`src/rtl/i2s_rx_slave_deserializer_if.sv`:
```
// I2S RX bus bundle: serial pins from the TX master plus the frame valid/ready output.
// Latency: none (wiring only).
// Backpressure: frame_ready from the consumer; the serial side cannot be stalled.
//
// Ports (signals):
//   sclk, ws, sd        serial clock, word select (0=left, 1=right), serial data
//   left_data/right_data  frame words, DATA_WIDTH bits each
//   frame_valid/frame_ready  frame handshake
//   overrun_err         single-cycle pulse when a pending frame is overwritten
// Modports: master = TX/consumer side, slave = deserializer side.
interface i2s_rx_slave_deserializer_if #(
  parameter int DATA_WIDTH = 8
);
  logic                  sclk;
  logic                  ws;
  logic                  sd;
  logic [DATA_WIDTH-1:0] left_data;
  logic [DATA_WIDTH-1:0] right_data;
  logic                  frame_valid;
  logic                  frame_ready;
  logic                  overrun_err;

  modport master (
    output sclk, ws, sd, frame_ready,
    input  left_data, right_data, frame_valid, overrun_err
  );

  modport slave (
    input  sclk, ws, sd, frame_ready,
    output left_data, right_data, frame_valid, overrun_err
  );
endinterface

```
`src/rtl/i2s_rx_slave_deserializer.sv`:
```
// I2S slave receiver: oversamples SCLK/WS/SD, rebuilds Philips-format words, emits L/R frames.
// Latency: frame outputs update 4 clk after the pad SCLK rise that carries the closing WS edge.
// Backpressure: frame held while valid && !ready; a newer frame overwrites it and pulses overrun_err.
//
// Ports:
//   clk_i     system clock, at least 4x SCLK
//   rst_i     synchronous active-high reset
//   enable_i  1 = receive, 0 = return to IDLE (partial word and WS sync dropped)
//   bus       slave modport: sclk/ws/sd in, frame words + valid/ready + overrun_err
//   state_o   1=RESET_ACTIVATED, 2=IDLE, 3=LEFT_CHANNEL, 4=RIGHT_CHANNEL
module i2s_rx_slave_deserializer #(
  parameter int DATA_WIDTH      = 8,
  parameter int NUM_OF_CHANNELS = 2
) (
  input  logic                           clk_i,
  input  logic                           rst_i,
  input  logic                           enable_i,
  i2s_rx_slave_deserializer_if.slave     bus,
  output logic [2:0]                     state_o
);

  typedef enum logic [2:0] {
    ST_RESET = 3'd1,
    ST_IDLE  = 3'd2,
    ST_LEFT  = 3'd3,
    ST_RIGHT = 3'd4
  } state_e;

  localparam int             CW   = $clog2(DATA_WIDTH + 1);
  localparam logic [CW-1:0]  DW_C = CW'(DATA_WIDTH);
  localparam bit             MONO = (NUM_OF_CHANNELS == 1);

  // Input synchronizers (two flops each) plus a third SCLK flop for rise detection.
  logic sclk_s1_q, sclk_s2_q, sclk_s3_q;
  logic ws_s1_q, ws_s2_q;
  logic sd_s1_q, sd_s2_q;

  // Deserializer state.
  state_e                state_q, state_d;
  logic                  ws_prev_q, ws_prev_d;
  logic                  prev_vld_q, prev_vld_d;
  logic [CW-1:0]         cnt_q, cnt_d;
  logic [DATA_WIDTH-1:0] sr_q, sr_d;
  logic [DATA_WIDTH-1:0] left_word_q, left_word_d;
  logic                  left_have_q, left_have_d;

  // One-cycle staging of a completed frame ahead of the output registers.
  logic                  pend_q, pend_d;
  logic [DATA_WIDTH-1:0] pend_left_q, pend_left_d;
  logic [DATA_WIDTH-1:0] pend_right_q, pend_right_d;

  // Output registers.
  logic [DATA_WIDTH-1:0] left_data_q, left_data_d;
  logic [DATA_WIDTH-1:0] right_data_q, right_data_d;
  logic                  frame_valid_q, frame_valid_d;
  logic                  overrun_q, overrun_d;

  logic                  sclk_rise;
  logic                  ws_tr;
  logic [CW-1:0]         shamt;
  logic [DATA_WIDTH-1:0] word_c;

  always_ff @(posedge clk_i) begin
    if (rst_i) begin
      sclk_s1_q <= 1'b0;
      sclk_s2_q <= 1'b0;
      sclk_s3_q <= 1'b0;
      ws_s1_q   <= 1'b0;
      ws_s2_q   <= 1'b0;
      sd_s1_q   <= 1'b0;
      sd_s2_q   <= 1'b0;
    end else begin
      sclk_s1_q <= bus.sclk;
      sclk_s2_q <= sclk_s1_q;
      sclk_s3_q <= sclk_s2_q;
      ws_s1_q   <= bus.ws;
      ws_s2_q   <= ws_s1_q;
      sd_s1_q   <= bus.sd;
      sd_s2_q   <= sd_s1_q;
    end
  end

  assign sclk_rise = sclk_s2_q & ~sclk_s3_q;
  // No transition is reported until one edge has been seen since reset, so the
  // cleared ws_prev cannot fake a WS change on the first edge.
  assign ws_tr     = sclk_rise & prev_vld_q & (ws_s2_q ^ ws_prev_q);

  // Word at commit: the closing-edge bit is the LSB when there is still room,
  // then any missing LSBs are zero-filled by left-aligning the collected bits.
  assign shamt  = DW_C - CW'(1) - cnt_q;
  assign word_c = (cnt_q < DW_C) ? ({sr_q[DATA_WIDTH-2:0], sd_s2_q} << shamt) : sr_q;

  always_ff @(posedge clk_i) begin
    if (rst_i) begin
      state_q       <= ST_RESET;
      ws_prev_q     <= 1'b0;
      prev_vld_q    <= 1'b0;
      cnt_q         <= '0;
      sr_q          <= '0;
      left_word_q   <= '0;
      left_have_q   <= 1'b0;
      pend_q        <= 1'b0;
      pend_left_q   <= '0;
      pend_right_q  <= '0;
      left_data_q   <= '0;
      right_data_q  <= '0;
      frame_valid_q <= 1'b0;
      overrun_q     <= 1'b0;
    end else begin
      state_q       <= state_d;
      ws_prev_q     <= ws_prev_d;
      prev_vld_q    <= prev_vld_d;
      cnt_q         <= cnt_d;
      sr_q          <= sr_d;
      left_word_q   <= left_word_d;
      left_have_q   <= left_have_d;
      pend_q        <= pend_d;
      pend_left_q   <= pend_left_d;
      pend_right_q  <= pend_right_d;
      left_data_q   <= left_data_d;
      right_data_q  <= right_data_d;
      frame_valid_q <= frame_valid_d;
      overrun_q     <= overrun_d;
    end
  end

  always_comb begin
    state_d      = state_q;
    ws_prev_d    = ws_prev_q;
    prev_vld_d   = prev_vld_q;
    cnt_d        = cnt_q;
    sr_d         = sr_q;
    left_word_d  = left_word_q;
    left_have_d  = left_have_q;
    pend_d       = 1'b0;
    pend_left_d  = pend_left_q;
    pend_right_d = pend_right_q;

    if (sclk_rise) begin
      ws_prev_d  = ws_s2_q;
      prev_vld_d = 1'b1;
    end

    unique case (state_q)
      ST_RESET: begin
        state_d = ST_IDLE;
      end

      ST_IDLE: begin
        // The partial word before the first WS change is never collected.
        if (enable_i && ws_tr) begin
          state_d     = ws_s2_q ? ST_RIGHT : ST_LEFT;
          cnt_d       = '0;
          sr_d        = '0;
          left_have_d = 1'b0;
        end
      end

      ST_LEFT, ST_RIGHT: begin
        if (!enable_i) begin
          state_d     = ST_IDLE;
          cnt_d       = '0;
          sr_d        = '0;
          left_have_d = 1'b0;
        end else if (ws_tr) begin
          state_d = ws_s2_q ? ST_RIGHT : ST_LEFT;
          cnt_d   = '0;
          sr_d    = '0;
          if (state_q == ST_LEFT) begin
            left_word_d = word_c;
            left_have_d = 1'b1;
            if (MONO) begin
              pend_d       = 1'b1;
              pend_left_d  = word_c;
              pend_right_d = '0;
            end
          end else if (!MONO && left_have_q) begin
            // Stereo frame closes on the right word; a right word with no
            // left partner (first slot after sync) is silently dropped.
            pend_d       = 1'b1;
            pend_left_d  = left_word_q;
            pend_right_d = word_c;
            left_have_d  = 1'b0;
          end
        end else if (sclk_rise && (cnt_q < DW_C)) begin
          sr_d  = {sr_q[DATA_WIDTH-2:0], sd_s2_q};
          cnt_d = cnt_q + CW'(1);
        end
      end

      default: begin
        state_d = ST_IDLE;
      end
    endcase
  end

  // Output stage: load on a staged frame, clear valid on acceptance. A frame
  // landing in the acceptance cycle keeps valid high and is not an overrun.
  always_comb begin
    left_data_d   = left_data_q;
    right_data_d  = right_data_q;
    frame_valid_d = frame_valid_q;
    overrun_d     = 1'b0;
    if (pend_q) begin
      left_data_d   = pend_left_q;
      right_data_d  = pend_right_q;
      frame_valid_d = 1'b1;
      overrun_d     = frame_valid_q & ~bus.frame_ready;
    end else if (frame_valid_q && bus.frame_ready) begin
      frame_valid_d = 1'b0;
    end
  end

  assign bus.left_data   = left_data_q;
  assign bus.right_data  = right_data_q;
  assign bus.frame_valid = frame_valid_q;
  assign bus.overrun_err = overrun_q;
  assign state_o         = state_q;

endmodule

```
`src/flat_wrapper.sv`:
```
// flat-port wrapper written by rule: the top's interface ports become plain ports
module i2s_rx_slave_deserializer_flat 
#(
  parameter int DATA_WIDTH      = 8,
  parameter int NUM_OF_CHANNELS = 2
)
  (clk_i, rst_i, enable_i, state_o, bus_sclk, bus_ws, bus_sd, bus_frame_ready, bus_left_data, bus_right_data, bus_frame_valid, bus_overrun_err);
  i2s_rx_slave_deserializer_if #(.DATA_WIDTH(DATA_WIDTH)) bus_i ();
  input  logic clk_i;
  input  logic rst_i;
  input  logic enable_i;
  output logic [2:0] state_o;
  input wire logic [$bits(bus_i.sclk)-1:0] bus_sclk;
  input wire logic [$bits(bus_i.ws)-1:0] bus_ws;
  input wire logic [$bits(bus_i.sd)-1:0] bus_sd;
  input wire logic [$bits(bus_i.frame_ready)-1:0] bus_frame_ready;
  output wire logic [$bits(bus_i.left_data)-1:0] bus_left_data;
  output wire logic [$bits(bus_i.right_data)-1:0] bus_right_data;
  output wire logic [$bits(bus_i.frame_valid)-1:0] bus_frame_valid;
  output wire logic [$bits(bus_i.overrun_err)-1:0] bus_overrun_err;
  assign bus_i.sclk = bus_sclk;
  assign bus_i.ws = bus_ws;
  assign bus_i.sd = bus_sd;
  assign bus_i.frame_ready = bus_frame_ready;
  assign bus_left_data = bus_i.left_data;
  assign bus_right_data = bus_i.right_data;
  assign bus_frame_valid = bus_i.frame_valid;
  assign bus_overrun_err = bus_i.overrun_err;
  i2s_rx_slave_deserializer #(.DATA_WIDTH(DATA_WIDTH), .NUM_OF_CHANNELS(NUM_OF_CHANNELS)) u_core (.clk_i(clk_i), .rst_i(rst_i), .enable_i(enable_i), .bus(bus_i), .state_o(state_o));
endmodule
```
`config.mk`:
```
export PLATFORM = sky130hd
export DESIGN_NAME = i2s_rx_slave_deserializer_flat
export DESIGN_NICKNAME = d
export VERILOG_FILES = /design/src/rtl/i2s_rx_slave_deserializer_if.sv /design/src/rtl/i2s_rx_slave_deserializer.sv /design/src/flat_wrapper.sv
export SDC_FILE = /design/constraint.sdc
export NUM_CORES = 1
export LEC_CHECK = 0
export BUFFER_PORTS_ARGS = -buffer_cell sky130_fd_sc_hd__clkbuf_2
export CAP_MARGIN = 20
export CORE_UTILIZATION = 60
export CTS_CLUSTER_DIAMETER = 150
export CTS_CLUSTER_SIZE = 28
export DETAILED_ROUTE_END_ITERATION = 7
export HOLD_SLACK_MARGIN = 0.15
export PLACE_DENSITY = 0.78
export SYNTH_ARGS = -nofsm -noshare
export SYNTH_HDL_FRONTEND = slang
export SYNTH_SLANG_ARGS = --single-unit
```
`constraint.sdc`:
```
create_clock -name clk_i -period 3.6 [get_ports clk_i]
set_input_delay 0.54 -clock clk_i [delete_from_list [all_inputs] [get_ports clk_i]]
set_output_delay 0.54 -clock clk_i [all_outputs]
set_load 0.03 [all_outputs]
```
==> impl_metrics.yaml, run 1 <==
timing:
  fin_worst_skew_ns: 0.00856
  max_slew_margin_pct: 36.9
  finalWorstPathRequiredPeriod_ns: 2.03
  timing_worst_slew_pin_value_ns: 0.945
  report.final.hold_viol_count: 0
  final-max-slew-violation-count: 0
  final_setup_tns_ns: 0
  grt_setup_unrepaired: "no"
  max_freq_ghz: 0.494
  post-route-period-util_pct: 56.3
  finalSetupViolCount: 0
finish:
  num-nets-final: 325
  most_frequent_standard_cell_in_the_layout_excluding_fill_and_tap_cells: "sky130_fd_sc_hd__dfxtp_1"
  fin_cells: 376
  layout.cell_area.non_filler_sq_um: 3200
  commonest_cells_after_routing_fill_and_taps_aside: "sky130_fd_sc_hd__dfxtp_1, sky130_fd_sc_hd__nor2_1, sky130_fd_sc_hd__mux2i_1"
  final_layout_size_suffix_gt1_share_pct: 17.7
  antenna_cells_inserted: 0
  final_util_pct: 68.2
  synthToLayoutAreaGrowth_pct: 9.37
  filler_cell_count: 395
power_and_ir_drop:
  power_density_nw_per_um2: 423
  power.combinational.fraction_pct: 3.6
  totalPowerFinal_mw: 1.35
  seq_pwr_share_pct: 56.5
  netSwitchingFraction_pct: 24.6
  p_clk_share_pct: 39.9
  switching_power_summed_over_all_nets_uw: 332
  ir_drop_mv: 0.316
  cellInternalPower_mw: 1.02
  power.static_leakage_nw: 1.13
yosys:
  total_nets_after_synthesis: 305
  post_synthesis_cell_area_sq_um: 2930
  cell_count_after_synthesis: 297
  syn_avg_cell_area_sq_um: 9.85
  synth-async-reset-ratio_pct: 0
  yosys_most_used_dff: "sky130_fd_sc_hd__dfxtp_1"
  synth-warning-count: 0
  yosysUniqueCellTypes: 50
  ys_seq_elements: 68
  synth_edf_count: 0
  sequential_share_of_the_synthesized_area_pct: 46.5
clocking:
  ctsRootBufferMaster: "sky130_fd_sc_hd__clkbuf_8"
  clkSinkCount: 68
  path_clk_slew_ns: 0.07
  tritoncts: "yes"
  clkLatencyLatePin_ns: 0.35
  cts_made_buffers: 9
  cts.repair_timing.setup_buffer_count: 0
  cts.repair.resized: 0
  hold_buffers_post_cts: 0
  htree_levels: 3
  cts_max_path_buffers: 2
place:
  place.port_buffers: 27
  post_dp_cell_area_sq_um: 3030
  place.detailed.hpwl_mm: 3.64
  gpl.final_weighted_congestion: 0.869
  post-place-cells: 360
critical_path:
  cp_slowest_stage_delay_ns: 0.73
  crit_type: "reg2reg"
  crit_fanout: 16
  cp_cell_sequence: "mux2i_1 > mux4_2 > or3_1 > o22ai_1"
  worst-endpoint-required_ns: 3.86
  critical-path-slowest-cell: "sky130_fd_sc_hd__dfxtp_1"
  worst_setup_path_end_kind: "flop"
  ff2ff_setup_slack_ns: 1.57
  crit_path_start_kind: "flop"
  worst_ep_arrival_time_ns: 2.29
detailed_routing:
  routedWlPerCell_um: 14.4
  number_of_remaining_drc_errors: 0
  drt-total-wl_mm: 5.40
  initialDrtViolationCount: 93
  drt_pre_antenna_iters: 6
  via_density_per_instance: 5.74
  routed-via-count: 2158
  detail-route-antenna-nets: 0
floorplanning:
  die_width_um: 71.8
  placementRows: 25
  io-pin-count: 28
  start_util_pct: 62.3
  die_area_sq_um: 5160
  core_area_sq_um: 4690
  chipHeight_um: 71.8
grt:
  first_global_vias: 1997
  grt_max_degree: 47
  total_grt_overflow: 0
  globalRouteTotalUtil_pct: 23.2
  number_of_antenna_violations_at_the_first_check_in_global_routing: 0
  grt_pass1_wl_mm: 9.16
run_status:
  outcome: "finished clean"
job:
  timing.max_cap.violations: 0
hold_path:
  worst_hold_path_type: "in2reg"
-- through the flow --
step | setup slack (ns) | hold slack [ns]
2_1_floorplan | 1.75 | 0.414
5_1_grt | 1.45 | 0.377
6_report | 1.57 | 0.370
4_1_cts | 1.57 | 0.358
3_5_place_dp | 1.38 | 0.435
3_3_place_gp | 1.44 | 0.416
-- sequential cells by signal, indices dropped and copies added (netlist names), 3 cells and up --
| name | flops |
|---|---|
| u_core.left_word_q | 8 |
| u_core.bus.right_data | 8 |
| u_core.sr_q | 8 |
| u_core.bus.left_data | 8 |
| u_core.cnt_q | 4 |
| u_core.pend_left_q | 8 |
| u_core.pend_right_q | 8 |
| u_core.state_o | 3 |
-- critical path, delay by kind of cell (launching register included) --
| family | cells | cell delay [ns] |
|---|---|---|
| flip-flops | 1 | 0.73 |
| AO/OA/AOI/OAI | 1 | 0.15 |
| AND/OR/NAND/NOR | 1 | 0.34 |
| multiplexers | 2 | 0.72 |
-- layout make-up --
type / count / area, sq um / share of cell area, %
Tap cell: 54 / 67.6 / 2.11
Inverter: 13 / 48.8 / 1.53
Clock buffer: 9 / 124 / 3.87
Clock inverter: 7 / 43.8 / 1.37
Multi-Input combinational cell: 196 / 1400 / 43.9
Sequential cell: 68 / 1360 / 42.5
Timing Repair Buffer: 29 / 150 / 4.69
-- kinds of logic (layout without fill, tap and decap cells) --
logic type / Yosys count / count (layout) / share of synthesized area (%)
AND/OR/NAND/NOR: 101 / 101 / 17.8
multiplexers: 40 / 40 / 15.0
AO/OA/AOI/OAI: 52 / 52 / 14.1
XOR/XNOR: 2 / 2 / 0.599
buffers and inverters: 33 / 58 / 5.47
flip-flops: 68 / 68 / 46.5
adder cells (fa/ha/maj): 1 / 1 / 0.428
-- metal layers --
layer  vias to the layer above  global-route usage (%)  wire length (um)
li1                       1092                       -                 -
met1                       996                    30.3              2680
met2                        54                    33.5              2320
met3                        16                    5.06               215
met4                         0                    17.6               178
met5                         -                       0                 0
-- cell usage after synthesis, types with 4 or more instances --
master                      count  area, sq um
sky130_fd_sc_hd__buf_2          5         25.0
sky130_fd_sc_hd__nand3_1        4         20.0
sky130_fd_sc_hd__o21ai_0        6         30.0
sky130_fd_sc_hd__nor2_1        40          150
sky130_fd_sc_hd__a21oi_1        8         40.0
sky130_fd_sc_hd__inv_1         13         48.8
sky130_fd_sc_hd__clkbuf_1       5         18.8
sky130_fd_sc_hd__o2bb2ai_1      9         78.8
sky130_fd_sc_hd__mux2i_1       36          360
sky130_fd_sc_hd__a311oi_1       4         35.0
sky130_fd_sc_hd__nand2b_1      10         62.6
sky130_fd_sc_hd__o32ai_1        4         35.0
sky130_fd_sc_hd__nor3b_1        4         30.0
sky130_fd_sc_hd__buf_1          5         18.8
sky130_fd_sc_hd__nand2_1       16         60.1
sky130_fd_sc_hd__dfxtp_1       68         1360
sky130_fd_sc_hd__nor2b_1       11         68.8
-- power groups by stage --
stage / logic (mW) / clock network [mW] / registers (mW)
after floorplan: 0.0352 / 0 / 0.782
after global placement: 0.0476 / 0 / 0.780
after detailed placement: 0.0484 / 0 / 0.781
after CTS: 0.0486 / 0.552 / 0.763
after global routing: 0.0535 / 0.582 / 0.764
final: 0.0485 / 0.540 / 0.764
-- final timing paths --
path,start,to,cells past startpoint
worst max register to register,u_core.cnt_q[1]$_SDFFE_PP0P_,u_core.left_word_q[6]$_SDFFE_PP0P_,4
worst min register to register,u_core.ws_s1_q$_SDFF_PP0_,u_core.ws_s2_q$_SDFF_PP0_,1
worst max-delay path,u_core.cnt_q[1]$_SDFFE_PP0P_,u_core.left_word_q[6]$_SDFFE_PP0P_,4
worst min-delay path,bus_frame_ready,u_core.bus.overrun_err$_SDFF_PP0_,2
No activity file was read; power rests on OpenSTA's default activity.
==> inputs of run 2 (changes only) <==
--- a/config.mk
+++ b/config.mk
@@ -5,14 +5,15 @@
 export SDC_FILE = /design/constraint.sdc
 export NUM_CORES = 1
 export LEC_CHECK = 0
+export ABC_AREA = 1
 export BUFFER_PORTS_ARGS = -buffer_cell sky130_fd_sc_hd__clkbuf_2
 export CAP_MARGIN = 20
-export CORE_UTILIZATION = 60
+export CORE_UTILIZATION = 52
 export CTS_CLUSTER_DIAMETER = 150
 export CTS_CLUSTER_SIZE = 28
 export DETAILED_ROUTE_END_ITERATION = 7
 export HOLD_SLACK_MARGIN = 0.15
-export PLACE_DENSITY = 0.78
+export PLACE_DENSITY = 0.71
 export SYNTH_ARGS = -nofsm -noshare
 export SYNTH_HDL_FRONTEND = slang
 export SYNTH_SLANG_ARGS = --single-unit
==> constraint.sdc (replaced) <==
create_clock -name clk_i -period 1.65 [get_ports clk_i]
set_input_delay 0.2475 -clock clk_i [delete_from_list [all_inputs] [get_ports clk_i]]
set_output_delay 0.2475 -clock clk_i [all_outputs]
set_load 0.03 [all_outputs]
==> run 2 against run 1 <==
  * Routed wire length rose by 15%
  * Final area rose by 4.1%
  * Via count rose by 21%
  * Clock skew rose by 0.0035 ns
  * Clock power rose to 2.5 times the previous value
  * Synthesized cell count rose by 33%
  * Sequential power rose by 120%
  * Worst setup slack got worse by 1.4 ns
  * Critical path type unchanged
  * Largest power group unchanged
==> impl_metrics.yaml, run 2 <==
run_status:
  outcome: "finished clean"
finish:
  antenna_cells_inserted: 0
  most_frequent_standard_cell_in_the_layout_excluding_fill_and_tap_cells: "sky130_fd_sc_hd__nor2_1"
  num-nets-final: 434
  filler_cell_count: 477
  commonest_cells_after_routing_fill_and_taps_aside: "sky130_fd_sc_hd__nor2_1, sky130_fd_sc_hd__dfxtp_1, sky130_fd_sc_hd__nand2_1"
  synthToLayoutAreaGrowth_pct: 13.6
  fin_cells: 501
  final_layout_size_suffix_gt1_share_pct: 18.1
timing:
  report.final.hold_viol_count: 0
  final-max-slew-violation-count: 0
  fin_worst_skew_ns: 0.0120
  grt_setup_unrepaired: "no"
  worst_hold_margin_ns: 0.156
  finalWorstPathRequiredPeriod_ns: 1.48
  max_slew_margin_pct: 68.3
  worst_slack_ns: 0.168
  timing_worst_slew_pin_value_ns: 0.473
  final_setup_tns_ns: 0
  max_freq_ghz: 0.675
  finalSetupViolCount: 0
  post-route-period-util_pct: 89.8
clocking:
  cts_max_path_buffers: 2
  ctsRootBufferMaster: "sky130_fd_sc_hd__clkbuf_8"
  clkLatencyLatePin_ns: 0.35
  cts.repair_timing.setup_buffer_count: 0
  tritoncts: "yes"
  cts_made_buffers: 9
  htree_levels: 3
  path_clk_slew_ns: 0.07
  clkSinkCount: 68
yosys:
  yosysUniqueCellTypes: 32
  most_instantiated_cells_after_synthesis: "sky130_fd_sc_hd__nor2_1, sky130_fd_sc_hd__dfxtp_1, sky130_fd_sc_hd__nand2_1, sky130_fd_sc_hd__o21ai_0, sky130_fd_sc_hd__inv_1"
  post_synthesis_cell_area_sq_um: 2930
  total_nets_after_synthesis: 403
  synth-warning-count: 0
  yosysTopAreaCell: "sky130_fd_sc_hd__dfxtp_1"
  cell_count_after_synthesis: 395
  syn_avg_cell_area_sq_um: 7.43
  sequential_share_of_the_synthesized_area_pct: 46.4
  yosys.cell_count.top_type: "sky130_fd_sc_hd__nor2_1"
  post_synth_main_area_contributors: "sky130_fd_sc_hd__dfxtp_1, sky130_fd_sc_hd__nor2_1, sky130_fd_sc_hd__nand2_1"
  synth-async-reset-ratio_pct: 0
  ys_seq_elements: 68
  yosys_most_used_dff: "sky130_fd_sc_hd__dfxtp_1"
  synthDominantCellAreaShare_pct: 46.4
  synth_edf_count: 0
place:
  place.detailed.hpwl_mm: 4.26
  gpl.final_weighted_congestion: 0.914
  place_ws_ns: 0.127
  place.port_buffers: 27
  post-place-cells: 482
power_and_ir_drop:
  power_density_nw_per_um2: 977
  ir_drop_mv: 0.775
  power.static_leakage_nw: 1.51
floorplanning:
  placementRows: 26
  core_area_sq_um: 5270
  io-pin-count: 28
  chipHeight_um: 77.1
  die_width_um: 77.1
  die_area_sq_um: 5950
  start_util_pct: 55.7
critical_path:
  crit_fanout: 12
  crit_path_frequent_cell: "sky130_fd_sc_hd__nand2_1"
  cp_cell_sequence: "nand3_2 > nand2_1 > nand2_2 > nor2_4 > nand3_1 > nand2_1 > nand2_1 > nor2_1"
  worst_setup_path_end_kind: "flop"
  worst_ep_arrival_time_ns: 1.75
  crit_path_start_kind: "flop"
  critical-path-slowest-cell: "sky130_fd_sc_hd__dfxtp_1"
  crit_type: "reg2reg"
  worst-endpoint-required_ns: 1.92
  cp_slowest_stage_delay_ns: 0.41
grt:
  number_of_antenna_violations_at_the_first_check_in_global_routing: 0
  grt_pass1_wl_mm: 10.8
  grt_max_degree: 28
  globalRouteTotalUtil_pct: 23.1
  first_global_vias: 2411
  total_grt_overflow: 0
detailed_routing:
  drt_pre_antenna_iters: 4
  routed-via-count: 2602
  drt-total-wl_mm: 6.23
  via_density_per_instance: 5.19
  routedWlPerCell_um: 12.4
  detail-route-antenna-nets: 0
  initialDrtViolationCount: 159
  number_of_remaining_drc_errors: 0
hold_path:
  worst_hold_path_type: "in2reg"
job:
  timing.max_cap.violations: 0
[run 2: cell type report]
class | count | area (sq um) | area share (%)
Timing Repair Buffer | 38 | 238 | 7.13
Clock buffer | 10 | 128 | 3.83
Sequential cell | 68 | 1360 | 40.9
Multi-Input combinational cell | 272 | 1300 | 39.1
Tap cell | 70 | 87.6 | 2.63
Clock inverter | 6 | 63.8 | 1.92
Inverter | 37 | 149 | 4.47
[run 2: what timing repair did]
| item | 4_1_cts | 5_1_grt |
|---|---|---|
| endpoints found under the hold margin | 3 | 0 |
| endpoints found under the setup margin | 0 | 8 |
| gates resized for setup | 0 | 1 |
| hold buffers | 3 | 0 |
[run 2: per-stage QoR]
stage	instance area (sq um)	power, mW	utilization [%]
6_report	3330	3.26	63.2
5_1_grt	3330	3.37	63.2
4_1_cts	3330	3.28	63.2
3_5_place_dp	3110	1.93	59.0
3_3_place_gp	3110	1.92	59.0
2_1_floorplan	2930	1.87	-
[run 2: logic make-up after synthesis]
kind of cell               share of synthesized area, %
AOI/OAI and AO/OA                                  12.9
xor gates and xnor gates                          0.299
adders and majority gates                         0.426
buffers and inverters                              9.17
DFF                                                46.4
and+or+nand+nor                                    30.8
[run 2: where the power goes]
group / internal, mW / switching, mW
clock network: 0.698 / 0.663
logic: 0.0725 / 0.151
registers: 1.66 / 0.0144
total: 2.43 / 0.828
[run 2: per-layer routing]
metal	routed length [um]	part of all wire (%)	track usage (%)
met5	0	0	0
met4	116	1.9	13.4
met3	278	4.5	4.88
met2	2780	45	35.9
met1	3060	49	29.4
[run 2: worst paths after layout]
path / depth (start not counted) / slack, ns / endpoint / startpoint
hold reg to reg: 2 / 0.40 / u_core.sd_s2_q$_SDFF_PP0_ / u_core.sd_s1_q$_SDFF_PP0_
setup reg to reg: 8 / 0.17 / u_core.cnt_q[0]$_SDFFE_PP0P_ / u_core.state_o[1]$_SDFFE_PP0P_
hold / removal: 4 / 0.16 / u_core.bus.overrun_err$_SDFF_PP0_ / bus_frame_ready
setup / recovery: 8 / 0.17 / u_core.cnt_q[0]$_SDFFE_PP0P_ / u_core.state_o[1]$_SDFFE_PP0P_
[run 2: critical path, delay by kind of cell, from the launching register on]
family | cells | cell delay [ns]
DFF | 1 | 0.41
and+or+nand+nor | 8 | 0.99
==> inputs of run 3 (changes only) <==
--- a/config.mk
+++ b/config.mk
@@ -9,6 +9,7 @@
 export BUFFER_PORTS_ARGS = -buffer_cell sky130_fd_sc_hd__clkbuf_2
 export CAP_MARGIN = 20
 export CORE_UTILIZATION = 52
+export CTS_BUF_LIST = sky130_fd_sc_hd__clkbuf_4 sky130_fd_sc_hd__clkbuf_8 sky130_fd_sc_hd__clkbuf_16
 export CTS_CLUSTER_DIAMETER = 150
 export CTS_CLUSTER_SIZE = 28
 export DETAILED_ROUTE_END_ITERATION = 7
==> run 3 against run 2 <==
  * Sequential power barely moved
  * Final cell count unchanged
  * Register-to-register slack about the same
  * Largest cell class unchanged
==> impl_metrics.yaml, run 3 (synthesized netlist as in run 2, its figures left out) <==
critical_path:
  cp_cell_sequence: "nand3_2 > nand2_1 > nand2_2 > nor2_4 > nand3_1 > nand2_1 > nand2_1 > nor2_1"
  worst_ep_arrival_time_ns: 1.75
  cp-startpoint: "u_core.state_o[1]$_SDFFE_PP0P_"
  reg2reg_capture_point: "u_core.cnt_q[0]$_SDFFE_PP0P_"
  crit_path_start_kind: "flop"
  crit_fanout: 12
  r2r-start: "u_core.state_o[1]$_SDFFE_PP0P_"
  worst-endpoint-required_ns: 1.92
  crit_type: "reg2reg"
  critical-path-slowest-cell: "sky130_fd_sc_hd__dfxtp_1"
  r2r_cells: 8
  crit_path_frequent_cell: "sky130_fd_sc_hd__nand2_1"
  crit_path_end: "u_core.cnt_q[0]$_SDFFE_PP0P_"
  worst_setup_path_end_kind: "flop"
  ff2ff_setup_slack_ns: 0.17
  cp_slowest_stage_delay_ns: 0.41
grt:
  grt_max_degree: 28
  first_global_vias: 2411
  globalRouteTotalUtil_pct: 23.1
  grt_pass1_wl_mm: 10.8
  number_of_antenna_violations_at_the_first_check_in_global_routing: 0
  total_grt_overflow: 0
hold_path:
  worst_hold_path_type: "in2reg"
  worst_hold_startpoint: "bus_frame_ready"
  hold_depth: 4
clocking:
  cts_made_buffers: 9
  clkSinkCount: 68
  tritoncts: "yes"
  ctsRootBufferMaster: "sky130_fd_sc_hd__clkbuf_8"
  clkLatencyLatePin_ns: 0.35
  cts_max_path_buffers: 2
  htree_levels: 3
  path_clk_slew_ns: 0.07
floorplanning:
  core_area_sq_um: 5270
  placementRows: 26
  die_area_sq_um: 5950
  io-pin-count: 28
  die_width_um: 77.1
  start_util_pct: 55.7
  chipHeight_um: 77.1
timing:
  finalSetupViolCount: 0
  grt_setup_unrepaired: "no"
  post-route-period-util_pct: 89.8
  timing_worst_slew_pin_value_ns: 0.461
  report.final.hold_viol_count: 0
  fin_worst_skew_ns: 0.0116
  max_slew_margin_pct: 69.1
  final-max-slew-violation-count: 0
  final_setup_tns_ns: 0
  finalWorstPathRequiredPeriod_ns: 1.48
  max_freq_ghz: 0.675
  worst_hold_margin_ns: 0.157
finish:
  final_layout_size_suffix_gt1_share_pct: 18.3
  commonest_cells_after_routing_fill_and_taps_aside: "sky130_fd_sc_hd__nor2_1, sky130_fd_sc_hd__dfxtp_1, sky130_fd_sc_hd__nand2_1"
  final_util_pct: 63.3
  layout.cell_area.non_filler_sq_um: 3340
  synthToLayoutAreaGrowth_pct: 13.7
  antenna_cells_inserted: 0
  most_frequent_standard_cell_in_the_layout_excluding_fill_and_tap_cells: "sky130_fd_sc_hd__nor2_1"
  num-nets-final: 434
  filler_cell_count: 477
place:
  gpl.final_weighted_congestion: 0.914
  post_dp_cell_area_sq_um: 3110
  place.port_buffers: 27
  place.detailed.hpwl_mm: 4.26
detailed_routing:
  via_density_per_instance: 5.20
  detail-route-antenna-nets: 0
  drt_pre_antenna_iters: 5
  number_of_remaining_drc_errors: 0
  routedWlPerCell_um: 12.4
  routed-via-count: 2604
  initialDrtViolationCount: 166
  drt-total-wl_mm: 6.22
run_status:
  outcome: "finished clean"
power_and_ir_drop:
  power_density_nw_per_um2: 980
  totalPowerFinal_mw: 3.27
  power.static_leakage_nw: 1.51
  ir_drop_mv: 0.770
job:
  timing.max_cap.violations: 0
## run 3: how the worst min path moves through the flow
stage                                        end  slack (ns)
6_report       u_core.bus.overrun_err$_SDFF_PP0_        0.16
5_1_grt        u_core.bus.overrun_err$_SDFF_PP0_        0.18
4_1_cts        u_core.bus.overrun_err$_SDFF_PP0_        0.15
3_5_place_dp           u_core.sd_s2_q$_SDFF_PP0_        0.40
3_3_place_gp         u_core.sclk_s2_q$_SDFF_PP0_        0.39
2_1_floorplan        u_core.sclk_s1_q$_SDFF_PP0_        0.35
## run 3: final cells by class
class                           instances  area [sq um]  share of cell area, %
Sequential cell                        68          1360                   40.8
Inverter                               37           149                   4.46
Timing Repair Buffer                   38           238                   7.13
Clock buffer                           10           131                   3.94
Multi-Input combinational cell        272          1300                   39.1
Clock inverter                          6          63.8                   1.91
Tap cell                               70          87.6                   2.63
## run 3: worst max-delay path, delay by kind of cell, from the launching register on
family	cells	cell delay [ns]
simple gates	8	0.99
flops	1	0.41
## run 3: metal layers
layer / vias to the layer above / part of all wire [%] / track usage, %
li1: 1341 / - / -
met1: 1172 / 49 / 29.4
met2: 77 / 45 / 35.9
met3: 14 / 4.6 / 4.88
met4: 0 / 2.2 / 13.4
met5: - / 0 / 0
## run 3: what timing repair did
item,4_1_cts,5_1_grt
hold endpoints to repair,3,0
resized for setup,0,1
endpoints found under the setup margin,0,8
hold buffers,3,0
setup buffers,0,0
## run 3: per-stage QoR
stage,instances,setup WS [ns]
finish,501,0.168
global placement,482,0.202
CTS,501,0.123
floorplan,395,0.225
detailed placement,482,0.127
global route,501,0.0188
## run 3: power breakdown
part / switching (mW) / internal, mW / leakage, nW
Sequential: 0.0144 / 1.66 / 0.550
Combinational: 0.151 / 0.0725 / 0.868
Clock: 0.658 / 0.714 / 0.0961
Total: 0.824 / 2.44 / 1.51
